**src/rtl/fp_align_pipe_pkg.sv**
```systemverilog
// Shared widths, bit positions and payload types for the FP add/sub alignment stage.
package fp_align_pipe_pkg;

  localparam int unsigned EXP_W = 8;
  localparam int unsigned MAN_W = 23;
  localparam int unsigned SIG_W = MAN_W + 4;

  // Positions of the rounding bits inside an extended significand.
  localparam int unsigned GUARD  = 2;
  localparam int unsigned ROUND  = 1;
  localparam int unsigned STICKY = 0;

  typedef struct packed {
    logic             sign;
    logic [EXP_W-1:0] exp;
    logic [MAN_W-1:0] man;
  } unpacked_fp_t;

  typedef struct packed {
    logic             big_sign;
    logic             small_sign;
    logic [EXP_W-1:0] exp;
    logic [SIG_W-1:0] big_sig;
    logic [SIG_W-1:0] small_sig;
    logic             swapped;
    logic             eff_sub;
  } aligned_t;

endpackage

```
**src/rtl/fp_align_pipe_sticky_shift.sv**
```systemverilog
// Right shift of an extended significand with sticky collection and saturation.
module sticky_shift
  import fp_align_pipe_pkg::*;
#(
  parameter int unsigned SIG_W = 27,
  parameter int unsigned EXP_W = 8
) (
  input  logic [SIG_W-1:0] ext,
  input  logic [EXP_W-1:0] diff,
  output logic [SIG_W-1:0] small_sig_c
);

  localparam int unsigned CMP_W = 32;

  logic [SIG_W-1:0] lost;

  // Shift, fold every discarded bit into the sticky position, saturate past full width.
  always_comb begin
    lost        = '0;
    small_sig_c = ext;
    if (diff == '0) begin
      small_sig_c = ext;
    end else if (CMP_W'(diff) >= CMP_W'(SIG_W)) begin
      small_sig_c = {{(SIG_W-1){1'b0}}, |ext};
    end else begin
      lost                = ext & ~({SIG_W{1'b1}} << diff);
      small_sig_c         = ext >> diff;
      small_sig_c[STICKY] = small_sig_c[STICKY] | (|lost);
    end
  end

endmodule

```
**src/rtl/fp_align_pipe.sv**
```systemverilog
// Two-stage compare/swap + align pipeline feeding the significand adder.
module fp_align_pipe
  import fp_align_pipe_pkg::*;
#(
  parameter int unsigned EXP_W = fp_align_pipe_pkg::EXP_W,
  parameter int unsigned MAN_W = fp_align_pipe_pkg::MAN_W
) (
  input  logic                 clk,
  input  logic                 rst,
  input  logic                 in_valid,
  output logic                 in_ready,
  input  logic                 a_sign,
  input  logic                 b_sign,
  input  logic [EXP_W-1:0]     a_exp,
  input  logic [EXP_W-1:0]     b_exp,
  input  logic [MAN_W-1:0]     a_man,
  input  logic [MAN_W-1:0]     b_man,
  output logic                 out_valid,
  input  logic                 out_ready,
  output logic                 big_sign,
  output logic                 small_sign,
  output logic [EXP_W-1:0]     exp_out,
  output logic [MAN_W+3:0]     big_sig,
  output logic [MAN_W+3:0]     small_sig,
  output logic                 swapped,
  output logic                 eff_sub
);

  localparam int unsigned SIG_W = MAN_W + 4;

  // Stage 1 holding registers
  logic             s1_valid;
  logic             s1_big_sign;
  logic             s1_small_sign;
  logic [EXP_W-1:0] s1_big_exp;
  logic [MAN_W-1:0] s1_big_man;
  logic [EXP_W-1:0] s1_small_exp;
  logic [MAN_W-1:0] s1_small_man;
  logic [EXP_W-1:0] s1_diff;
  logic             s1_swapped;

  logic             s1_adv_c;
  logic             in_fire_c;
  logic             swap_c;
  logic [SIG_W-1:0] small_ext_c;
  logic [SIG_W-1:0] shifted_c;

  // Handshake: each stage moves when it holds data and the slot ahead is free or draining.
  always_comb begin
    s1_adv_c  = s1_valid && (!out_valid || out_ready);
    in_ready  = !s1_valid || s1_adv_c;
    in_fire_c = in_valid && in_ready;
  end

  // b becomes big on a larger exponent, or equal exponent with a larger fraction.
  always_comb begin
    swap_c = (b_exp > a_exp) || ((b_exp == a_exp) && (b_man > a_man));
  end

  // Stage 1: register big/small operands and the unsigned exponent difference.
  always_ff @(posedge clk or posedge rst) begin
    if (rst) begin
      s1_valid      <= 1'b0;
      s1_big_sign   <= 1'b0;
      s1_small_sign <= 1'b0;
      s1_big_exp    <= '0;
      s1_big_man    <= '0;
      s1_small_exp  <= '0;
      s1_small_man  <= '0;
      s1_diff       <= '0;
      s1_swapped    <= 1'b0;
    end else begin
      if (in_fire_c) begin
        s1_valid   <= 1'b1;
        s1_swapped <= swap_c;
        if (swap_c) begin
          s1_big_sign   <= b_sign;
          s1_big_exp    <= b_exp;
          s1_big_man    <= b_man;
          s1_small_sign <= a_sign;
          s1_small_exp  <= a_exp;
          s1_small_man  <= a_man;
          s1_diff       <= b_exp - a_exp;
        end else begin
          s1_big_sign   <= a_sign;
          s1_big_exp    <= a_exp;
          s1_big_man    <= a_man;
          s1_small_sign <= b_sign;
          s1_small_exp  <= b_exp;
          s1_small_man  <= b_man;
          s1_diff       <= a_exp - b_exp;
        end
      end else if (s1_adv_c) begin
        s1_valid <= 1'b0;
      end
    end
  end

  // Hidden bit is set for any non-zero exponent; denormals keep their own exponent.
  always_comb begin
    small_ext_c = {(s1_small_exp != '0), s1_small_man, 3'b000};
  end

  sticky_shift #(
    .SIG_W (SIG_W),
    .EXP_W (EXP_W)
  ) u_sticky_shift (
    .ext         (small_ext_c),
    .diff        (s1_diff),
    .small_sig_c (shifted_c)
  );

  // Stage 2: register aligned result; hold while the consumer stalls.
  always_ff @(posedge clk or posedge rst) begin
    if (rst) begin
      out_valid  <= 1'b0;
      big_sign   <= 1'b0;
      small_sign <= 1'b0;
      exp_out    <= '0;
      big_sig    <= '0;
      small_sig  <= '0;
      swapped    <= 1'b0;
      eff_sub    <= 1'b0;
    end else begin
      if (s1_adv_c) begin
        out_valid  <= 1'b1;
        big_sign   <= s1_big_sign;
        small_sign <= s1_small_sign;
        exp_out    <= s1_big_exp;
        big_sig    <= {(s1_big_exp != '0), s1_big_man, 3'b000};
        small_sig  <= shifted_c;
        swapped    <= s1_swapped;
        eff_sub    <= s1_big_sign ^ s1_small_sign;
      end else if (out_ready) begin
        out_valid <= 1'b0;
      end
    end
  end

endmodule

```
**config.mk**
```make
export PLATFORM = sky130hd
export DESIGN_NAME = fp_align_pipe
export DESIGN_NICKNAME = d
export VERILOG_FILES = /design/src/rtl/fp_align_pipe_pkg.sv /design/src/rtl/fp_align_pipe_sticky_shift.sv /design/src/rtl/fp_align_pipe.sv
export SDC_FILE = /design/constraint.sdc
export NUM_CORES = 1
export LEC_CHECK = 0
export BUFFER_PORTS_ARGS = -buffer_cell sky130_fd_sc_hd__buf_2
export CORE_MARGIN = 2
export CORE_UTILIZATION = 30
export CTS_BUF_LIST = sky130_fd_sc_hd__clkbuf_4
export DETAILED_ROUTE_END_ITERATION = 6
export MAX_ROUTING_LAYER = met4
export SLEW_MARGIN = 40
export SYNTH_ARGS = -nofsm -noshare
export SYNTH_HDL_FRONTEND = slang
export SYNTH_SLANG_ARGS = --single-unit
```
**constraint.sdc**
```tcl
create_clock -name clk -period 13.1 [get_ports clk]
set_clock_uncertainty 0.05 [all_clocks]
set_input_delay 2.62 -clock clk [delete_from_list [all_inputs] [get_ports clk]]
set_output_delay 2.62 -clock clk [all_outputs]
set_load 0.02 [all_outputs]
```
; ---- Word-level counts from Yosys, hierarchy flattened
; Cells that the tools add are included.
[totals]
ff_bits = 138
word_cells = 57
[op_classes]
n_addsub = 2
n_lt_le_gt_ge = 3
n_eq_ne = 1
n_shift = 2
muxes = 13
bitwise_logic = 4
reduce_logical = 15
[ops]
columns = operator, n
row1 = 27-bit two-way mux, 2
row2 = 23-bit two-way mux, 2
row3 = 27-bit AND, 1
row4 = 27-bit inverter, 1
row5 = 27-bit OR reduction, 1
row6 = 27-bit by 8-bit << shifter with 27-bit output (first input constant), 1
row7 = 27-bit by 8-bit >> shifter with 27-bit output, 1
row8 = 8-bit two-way mux, 3
row9 = 24-bit OR reduction, 1
row10 = 23-bit > comparator, 1
row11 = 8-bit nonzero test, 2
row12 = 8-bit subtractor, 2
row13 = 8-bit == test, 1
row14 = 8-bit by 5-bit greater-or-equal comparator with 1-bit output (second input constant), 1
row15 = 8-bit > comparator, 1
row16 = 8-bit zero test, 1
row17 = 1-bit two-way mux, 6
row18 = 2-bit nonzero test, 2
row19 = 1-bit logical AND, 3
row20 = 1-bit logical OR, 3
row21 = 1-bit zero test, 2
row22 = 1-bit OR, 1
row23 = 1-bit bitwise XOR, 1

; ---- Depth between registers and ports, before layout
; Gate-level depths: netlist of the first run.
[logic_depth]
ltp_word = 7
mapped_depth = 13
ltp_nobuf = 10

; ---- By module
; A second synthesis of the first run with hierarchy kept.
[unflattened]
hier_cells = 1007
hier_area_um2 = 9312.7
[modules_own_cells]
columns = module, n_inst, cells_per_inst, area_per_inst_um2, seq_area_each_um2
row1 = fp_align_pipe, 1, 694, 7093.1, 3453.3
row2 = sticky_shift, 1, 313, 2219.6, 0.0

; ---- Least setup slack after synthesis of the first run
; Ideal clock, no wire load.
[synth_path]
path_type = in2out
start = input out_ready
end = output in_ready
t_arrival_ns = 2.913
required_time_ns = 10.430
setup_slack_ns = 7.517
path_stages = 1
path_buffers = 0
cell_sequence = nand3b_1
[synth_between]
elab_chain_cells = 3
[synth_rtl]
columns = item, line
row1 = "start, declared", fp_align_pipe.sv:19  ; input logic out_ready,
row2 = 1-bit logical OR, fp_align_pipe.sv:50  ; s1_adv_c = s1_valid && (!out_valid || out_ready);
row3 = 1-bit logical AND, fp_align_pipe.sv:50
row4 = 1-bit logical OR, fp_align_pipe.sv:51  ; in_ready = !s1_valid || s1_adv_c;
row5 = "end, declared", fp_align_pipe.sv:11  ; output logic in_ready,
; No other way between the ends.

; ---- Worst setup path in the final report of the first run
; Same ends and word-level chain as after synthesis.

==> results of run 1 <==
[synth_stat cells (5+ instances only)]
cell type	number
sky130_fd_sc_hd__a211oi_1	5
sky130_fd_sc_hd__buf_4	5
sky130_fd_sc_hd__nand2_1	229
sky130_fd_sc_hd__a221oi_1	13
sky130_fd_sc_hd__nand4_1	7
sky130_fd_sc_hd__nor3_1	12
sky130_fd_sc_hd__o21ai_0	114
sky130_fd_sc_hd__clkbuf_1	51
sky130_fd_sc_hd__nand3_1	25
sky130_fd_sc_hd__nor4_1	6
sky130_fd_sc_hd__mux2_2	10
sky130_fd_sc_hd__o21a_1	5
sky130_fd_sc_hd__dfrtp_1	138
sky130_fd_sc_hd__a31oi_1	8
sky130_fd_sc_hd__inv_1	46
sky130_fd_sc_hd__mux2i_1	58
sky130_fd_sc_hd__ha_1	38
sky130_fd_sc_hd__buf_2	16
sky130_fd_sc_hd__nor2b_1	7
sky130_fd_sc_hd__nor2_1	97
sky130_fd_sc_hd__mux4_2	12
sky130_fd_sc_hd__a21oi_1	93
[placed cells by master (no fill, tap or decap), types with 4 or more instances in the layout]
| master | synthesis | layout |
|---|---|---|
| sky130_fd_sc_hd__nand2_1 | 229 | 227 |
| sky130_fd_sc_hd__dfrtp_1 | 138 | 138 |
| sky130_fd_sc_hd__buf_2 | 16 | 132 |
| sky130_fd_sc_hd__o21ai_0 | 114 | 114 |
| sky130_fd_sc_hd__nor2_1 | 97 | 96 |
| sky130_fd_sc_hd__a21oi_1 | 93 | 93 |
| sky130_fd_sc_hd__mux2i_1 | 58 | 58 |
| sky130_fd_sc_hd__inv_1 | 46 | 45 |
| sky130_fd_sc_hd__ha_1 | 38 | 38 |
| sky130_fd_sc_hd__nand3_1 | 25 | 25 |
| sky130_fd_sc_hd__clkbuf_4 | 0 | 17 |
| sky130_fd_sc_hd__a221oi_1 | 13 | 13 |
| sky130_fd_sc_hd__mux4_2 | 12 | 12 |
| sky130_fd_sc_hd__mux2_2 | 10 | 10 |
| sky130_fd_sc_hd__nor3_1 | 12 | 10 |
| sky130_fd_sc_hd__buf_4 | 5 | 9 |
| sky130_fd_sc_hd__a31oi_1 | 8 | 8 |
| sky130_fd_sc_hd__nand4_1 | 7 | 7 |
| sky130_fd_sc_hd__nor2b_1 | 7 | 7 |
| sky130_fd_sc_hd__inv_6 | 0 | 6 |
| sky130_fd_sc_hd__nor4_1 | 6 | 5 |
| sky130_fd_sc_hd__o21a_1 | 5 | 5 |
| sky130_fd_sc_hd__a211oi_1 | 5 | 5 |
| sky130_fd_sc_hd__and3_1 | 4 | 4 |
| sky130_fd_sc_hd__nand3b_1 | 4 | 4 |
| sky130_fd_sc_hd__a21o_1 | 4 | 4 |
| sky130_fd_sc_hd__o31ai_1 | 4 | 4 |
| sky130_fd_sc_hd__xnor2_1 | 4 | 4 |
| sky130_fd_sc_hd__a22o_1 | 4 | 4 |
| sky130_fd_sc_hd__bufinv_16 | 0 | 4 |
[registers in the layout, summed over array words and instances, names as in the netlist, 8 cells and up]
register,cells
s1_small_exp,8
s1_big_exp,8
exp_out,8
s1_big_man,23
s1_small_man,23
s1_diff,8
small_sig,27
big_sig,24
[power breakdown]
group	internal [mW]	leakage (nW)	switching, mW
Combinational	0.199	2.95	0.353
Sequential	0.504	1.72	0.0840
Clock	0.156	0.178	0.185
Total	0.858	4.85	0.622
[per-stage QoR]
stage | util [%] | worst slack [ns]
final | 35.1 | 7.24
after global routing | 35.1 | 7.22
after CTS | 35.0 | 7.24
after detailed placement | 33.8 | 7.25
after global placement | 33.8 | 7.25
after floorplan | - | 6.73
[critical path, cell delays in order]
cell	delay, ns
sky130_fd_sc_hd__buf_2	0.10
sky130_fd_sc_hd__nand3b_1	0.25
sky130_fd_sc_hd__buf_2	0.22
[worst paths after layout]
check | from | end | slack, ns | cells after the start
worst max-delay path | out_ready | in_ready | 7.24 | 3
worst min-delay path | s1_big_man[12] | big_sig[15] | 0.42 | 2
worst max register to register | s1_diff[4] | small_sig[0] | 9.98 | 7
worst min register to register | s1_big_man[12] | big_sig[15] | 0.42 | 2
max in group asynchronous | rst | exp_out[0] | 9.78 | 3
min in group asynchronous | rst | small_sig[19] | 2.03 | 2
[routing by layer]
layer / wire length [um] / global-route usage, % / up-vias
li1: - / - / 3898
met1: 12800 / 25.0 / 3773
met2: 12200 / 27.3 / 226
met3: 1570 / 3.92 / 37
met4: 603 / 6.10 / 0
met5: 0 / - / -
[layout make-up]
cell class | instances | area, um^2 | area share (%)
tap | 384 | 480 | 4.75
inverter | 47 | 181 | 1.79
timing repair buffer | 144 | 762 | 7.53
clock buffer | 17 | 128 | 1.26
multi-input combinational | 814 | 4890 | 48.4
clock inverter | 15 | 213 | 2.10
antenna | 3 | 7.51 | 0.0742
sequential | 138 | 3450 | 34.1
[cell families after synthesis]
kind of cell / Yosys count / share of synthesized area, %
AOI/OAI and AO/OA: 273 / 17.6
xor gates and xnor gates: 6 / 0.596
adders and majority gates: 40 / 5.85
buffers and inverters: 125 / 5.93
DFF: 138 / 39.2
muxes: 80 / 10.9
other: 1 / 0.0425
and+or+nand+nor: 412 / 19.9
==> insert_results.sql, run 1 <==
INSERT INTO impl_metrics (metric_group, metric, value, unit) VALUES
('status', 'result_of_the_run', 'finished, final reports clean', ''),
('timing', 'sum_neg_setup_slack', '0', 'ns'),
('cells_and_area', 'fin_area', '10100', 'um^2'),
('global_routing', 'grt_pass1_vias', '7677', ''),
('pwr', 'p_leak', '4.85', 'nW'),
('timing', 'timing_hold_violations_final', '0', ''),
('clock_tree', 'cts_inserted_buffers', '17', ''),
('critical_path', 'critical_path_at', '3.19', 'ns'),
('floorplan', 'num_rows', '62', ''),
('logic_synthesis', 'synth_top_cell_area_share', '39.2', '%'),
('floorplan', 'die_x', '175', 'um'),
('logic_synthesis', 'synth_edf_count', '0', ''),
('place', 'post_dp_cell_area', '9760', 'um^2'),
('cells_and_area', 'nNetsFinal', '1270', ''),
('timing', 'setup_viol', '0', ''),
('logic_synthesis', 'synth_area_per_cell', '8.20', 'um^2'),
('clock_tree', 'clkTransAtPathRegs', '0.15', 'ns'),
('clock_tree', 'numClockSinks', '138', ''),
('logic_synthesis', 'yosysSeqAreaShare', '39.2', '%'),
('logic_synthesis', 'yosysTopAreaCell', 'sky130_fd_sc_hd__dfrtp_1', ''),
('detailed_routing', 'drt_drc_violations_left', '0', ''),
('logic_synthesis', 'synth-seq-cells', '138', ''),
('floorplan', 'fp.dieArea', '30800', 'um^2'),
('place', 'dp_hpwl', '19.5', 'mm'),
('logic_synthesis', 'synth_cell_type_count', '59', ''),
('cells_and_area', 'num-fill-cells', '3081', ''),
('detailed_routing', 'postRouteAntennaNets', '0', ''),
('floorplan', 'die_height', '175', 'um'),
('pwr', 'vdd.ir_drop.worst', '0.0548', 'mV'),
('logic_synthesis', 'synth.yosys.warnings', '0', ''),
('timing', 'whs', '0.418', 'ns'),
('detailed_routing', 'post_detailed_route_wirelength_per_cell', '17.4', 'um'),
('logic_synthesis', 'synth_area', '8820', 'um^2'),
('logic_synthesis', 'synth_top_flop_cell', 'sky130_fd_sc_hd__dfrtp_1', ''),
('detailed_routing', 'avgViaCountPerCell', '5.08', ''),
('clock_tree', 'holdBufCountCts', '0', ''),
('timing', 'finalCriticalPeriod', '5.86', 'ns'),
('critical_path', 'cp.required', '10.43', 'ns'),
('pwr', 'finalPower', '1.48', 'mW'),
('cells_and_area', 'synthToLayoutAreaGrowth', '14.7', '%'),
('detailed_routing', 'num_vias', '7934', ''),
('global_routing', 'grt_antenna_before_repair', '3', ''),
('clock_tree', 'tritoncts', 'built', ''),
('clock_tree', 'htree_num_levels', '4', ''),
('clock_tree', 'cts-root-to-sink-buffers', '2', ''),
('cells_and_area', 'stdcell_count', '1562', ''),
('global_routing', 'largest_net_degree_at_the_start_of_global_routing', '99', ''),
('timing', 'worst_slew_pin_slew', '0.752', 'ns'),
('place', 'buffer_ports.inserted', '132', ''),
('floorplan', 'top_level_ports', '136', ''),
('global_routing', 'grt.total_usage', '18.4', '%'),
('hold_path', 'worst_hold_path_type', 'reg2reg', ''),
('timing', 'headroom_to_the_max_slew_limit', '49.9', '%'),
('floorplan', 'start_util', '30.6', '%'),
('critical_path', 'worst-path-max-fanout', '4', ''),
('place', 'instance_count_after_placement_with_tap_cells_included', '1527', ''),
('timing', 'timing.final.crit_share', '44.8', '%'),
('place', 'gp_congestion', '0.891', ''),
('detailed_routing', 'drt-initial-drc-count', '548', ''),
('global_routing', 'grt_pass1_wl', '43.0', 'mm'),
('logic_synthesis', 'asyncSetResetFlopFracSynth', '100', '%'),
('global_routing', 'grt.overflow.total', '0', ''),
('clock_tree', 'post_cts.resized_instances', '0', ''),
('logic_synthesis', 'synthCells', '1075', ''),
('detailed_routing', 'drt_pass1_iterations', '5', ''),
('pwr', 'power_per_cell_area', '146', 'nW/um^2'),
('floorplan', 'core_area', '28900', 'um^2'),
('run', 'drv.max_cap_violation_count', '0', ''),
('detailed_routing', 'drt_total_wl', '27.1', 'mm'),
('timing', 'maxClockFrequency', '0.171', 'GHz'),
('timing', 'slew_viol_final', '0', ''),
('timing', 'rsz0062_at_grt', 'false', ''),
('cells_and_area', 'final_layout_size_suffix_gt1_share', '18.2', '%'),
('clock_tree', 'postCtsSetupRepairBufs', '0', ''),
('logic_synthesis', 'largest_cells_by_area_after_synthesis', 'sky130_fd_sc_hd__dfrtp_1 (39%), sky130_fd_sc_hd__nand2_1 (9.7%), sky130_fd_sc_hd__mux2i_1 (6.6%), sky130_fd_sc_hd__o21ai_0 (6.5%), sky130_fd_sc_hd__ha_1 (5.4%)', ''),
('clock_tree', 'insertion_delay', '0.60', 'ns'),
('critical_path', 'criticalPathCategory', 'in2out', ''),
('clock_tree', 'clk_root_buffer_cell', 'sky130_fd_sc_hd__clkbuf_4', ''),
('critical_path', 'cp-end-kind', 'primary output', ''),
('critical_path', 'timing.critical_path.from_type', 'input pin', '');
Note: power is estimated with default switching activity, not from simulation.
==> inputs of run 2 (changes only) <==
clock period = 5.51 ns   (was 13.1 ns; I/O delays follow)
==> insert_results.sql, run 2 (synthesis gave the netlist of run 1 again) <==
INSERT INTO impl_metrics (metric_group, metric, value, unit) VALUES
('timing', 'headroom_to_the_max_slew_limit', '44.0', '%'),
('clock_tree', 'holdBufCountCts', '0', ''),
('global_routing', 'grt_pass1_wl', '43.2', 'mm'),
('critical_path', 'critical_path_at', '3.93', 'ns'),
('detailed_routing', 'drt_drc_violations_left', '0', ''),
('critical_path', 'worstPathBufferInverterCount', '3', ''),
('timing', 'whs', '0.419', 'ns'),
('clock_tree', 'postCtsSetupRepairBufs', '0', ''),
('timing', 'timing.final.crit_share', '64.1', '%'),
('critical_path', 'criticalPathCategory', 'in2reg', ''),
('pwr', 'power_per_cell_area', '340', 'nW/um^2'),
('floorplan', 'fp.dieArea', '30800', 'um^2'),
('place', 'instance_count_after_placement_with_tap_cells_included', '1531', ''),
('cells_and_area', 'layout_commonest_cell', 'sky130_fd_sc_hd__nand2_1', ''),
('timing', 'worst_slew_pin_slew', '0.833', 'ns'),
('floorplan', 'num_rows', '62', ''),
('cells_and_area', 'synthToLayoutAreaGrowth', '14.5', '%'),
('critical_path', 'cp-end-kind', 'register', ''),
('critical_path', 'cp.required', '5.91', 'ns'),
('floorplan', 'start_util', '30.6', '%'),
('clock_tree', 'numClockSinks', '138', ''),
('global_routing', 'grt_use_met2', '27.5', '%'),
('pwr', 'switching_share', '43.2', '%'),
('timing', 'maxClockFrequency', '0.283', 'GHz'),
('timing', 'finalCriticalPeriod', '3.53', 'ns'),
('status', 'result_of_the_run', 'finished, final reports clean', ''),
('timing', 'timing_hold_violations_final', '0', ''),
('hold_path', 'worst_hold_path_type', 'reg2reg', ''),
('cells_and_area', 'final_util', '35.0', '%'),
('place', 'buffer_ports.inserted', '132', ''),
('cells_and_area', 'stdcell_count', '1566', ''),
('detailed_routing', 'post_detailed_route_wirelength_per_cell', '17.4', 'um'),
('critical_path', 'setup.reg_to_reg.worst_slack', '2.49', 'ns'),
('cells_and_area', 'fin_area', '10100', 'um^2'),
('clock_tree', 'clkTransAtPathRegs', '0.14', 'ns'),
('critical_path', 'timing.critical_path.from_type', 'input pin', ''),
('place', 'gp_congestion', '0.953', ''),
('timing', 'setup_viol', '0', ''),
('critical_path', 'reg2regPathDepth', '7', ''),
('clock_tree', 'insertion_delay', '0.60', 'ns'),
('critical_path', 'crit_path_end', 's1_small_man[4]', ''),
('clock_tree', 'cts-root-to-sink-buffers', '2', ''),
('cells_and_area', 'largestRegisters', 'small_sig: 27 flops, big_sig: 24 flops', ''),
('pwr', 'vdd.ir_drop.worst', '0.123', 'mV'),
('floorplan', 'top_level_ports', '136', ''),
('global_routing', 'grt.overflow.total', '0', ''),
('clock_tree', 'post_cts.resized_instances', '0', ''),
('global_routing', 'grt_antenna_before_repair', '3', ''),
('detailed_routing', 'avgViaCountPerCell', '5.11', ''),
('timing', 'slew_viol_final', '0', ''),
('floorplan', 'die_x', '175', 'um'),
('cells_and_area', 'largest_register', 'small_sig', ''),
('detailed_routing', 'drt_total_wl', '27.3', 'mm'),
('critical_path', 'timing.rr.start', 's1_diff[4]', ''),
('place', 'dp_hpwl', '19.8', 'mm'),
('pwr', 'p_leak', '4.84', 'nW'),
('global_routing', 'grt_util_met3', '4.20', '%'),
('global_routing', 'globalRoute.busiestLayer', 'met2', ''),
('detailed_routing', 'postRouteAntennaNets', '0', ''),
('clock_tree', 'htree_num_levels', '4', ''),
('pwr', 'seqPwrFrac', '41.3', '%'),
('cells_and_area', 'commonest_non_fill_non_tap_cells_in_the_layout', 'sky130_fd_sc_hd__nand2_1 (227), sky130_fd_sc_hd__dfrtp_1 (137), sky130_fd_sc_hd__buf_2 (132)', ''),
('clock_tree', 'tritoncts', 'built', ''),
('pwr', 'cell_internal_pwr', '1.95', 'mW'),
('timing', 'rsz0062_at_grt', 'false', ''),
('critical_path', 'worst-path-max-fanout', '59', ''),
('global_routing', 'grt_pass1_vias', '7705', ''),
('critical_path', 'critical_path_stages', '11', ''),
('detailed_routing', 'num_vias', '8007', ''),
('critical_path', 'critical_path.reg2reg.endpoint', 'small_sig[0]', ''),
('global_routing', 'grt.total_usage', '18.6', '%'),
('critical_path', 'timing.critical_path.from', 'b_exp[0]', ''),
('critical_path', 'critical_path_top_delay_cell', 'sky130_fd_sc_hd__or3_4', ''),
('critical_path', 'path_delay_family', 'compound AO/OA/AOI/OAI gates', ''),
('pwr', 'total_switching_power', '1.48', 'mW'),
('place', 'post_dp_cell_area', '9780', 'um^2'),
('detailed_routing', 'drt-initial-drc-count', '558', ''),
('cells_and_area', 'nNetsFinal', '1274', ''),
('cells_and_area', 'largest_reg_flops', '27', ''),
('detailed_routing', 'drt_pass1_iterations', '5', ''),
('global_routing', 'use_met1', '25.4', '%'),
('floorplan', 'die_height', '175', 'um'),
('global_routing', 'largest_net_degree_at_the_start_of_global_routing', '93', ''),
('critical_path', 'critical-path-max-stage-delay', '0.71', 'ns'),
('floorplan', 'core_area', '28900', 'um^2'),
('pwr', 'pwr-share-comb', '37.9', '%'),
('clock_tree', 'cts_inserted_buffers', '17', ''),
('run', 'drv.max_cap_violation_count', '0', ''),
('pwr', 'clock_power_share', '20.8', '%'),
('clock_tree', 'clk_root_buffer_cell', 'sky130_fd_sc_hd__clkbuf_4', ''),
('timing', 'sum_neg_setup_slack', '0', 'ns'),
('critical_path', 'path_cells', 'buf_2, inv_1, ha_1, fa_1, o21a_1, o21ai_0, a21oi_1, or3_4, buf_4, a21oi_1, o21ai_0', ''),
('cells_and_area', 'final_layout_size_suffix_gt1_share', '18.4', '%'),
('cells_and_area', 'num-fill-cells', '3052', '');
==> run 2: layout make-up <==
| class | count | area [um^2] | area share (%) |
|---|---|---|---|
| multi-input combinational | 814 | 4900 | 48.5 |
| sequential | 138 | 3450 | 34.2 |
| timing repair buffer | 148 | 781 | 7.73 |
| tap | 384 | 480 | 4.76 |
| inverter | 47 | 181 | 1.80 |
| clock inverter | 15 | 163 | 1.61 |
| clock buffer | 17 | 128 | 1.26 |
| antenna | 3 | 7.51 | 0.0744 |
==> run 2: worst min path at each step <==
stage	slack, ns	to	startpoint	cells after the start
after global placement	0.40	big_sig[20]	s1_big_man[17]	2
after floorplan	0.39	big_sig[10]	s1_big_man[7]	2
final	0.42	big_sig[18]	s1_big_man[15]	2
after CTS	0.42	big_sig[17]	s1_big_man[14]	2
after global routing	0.44	big_sig[17]	s1_big_man[14]	2
after detailed placement	0.40	big_sig[14]	s1_big_man[11]	2
==> run 2: metal layers <==
metal,share of wire [%],up-vias
met3,6.2,36
met2,45,270
met1,47,3793
met4,1.7,0
li1,-,3908
met5,0,-
==> run 2: power by group through the flow <==
stage               Clock (mW)  Combinational (mW)  Sequential, mW
finish                   0.714                1.30            1.42
global route             0.785                1.44            1.45
CTS                      0.743                1.30            1.41
detailed placement           0                1.30            1.43
global placement             0                1.29            1.43
floorplan                    0               0.845            1.44
==> run 2: worst min-delay path: stages, from the launching register on <==
cell                      delay [ns]
sky130_fd_sc_hd__dfrtp_1        0.37
sky130_fd_sc_hd__nand2_1        0.05
sky130_fd_sc_hd__nand2_1        0.05
==> run 2: through the flow <==
step | power, mW | setup WS [ns]
floorplan | 2.29 | 0.662
global placement | 2.72 | 1.34
detailed placement | 2.73 | 1.34
CTS | 3.46 | 1.99
global route | 3.67 | 1.75
finish | 3.43 | 1.98
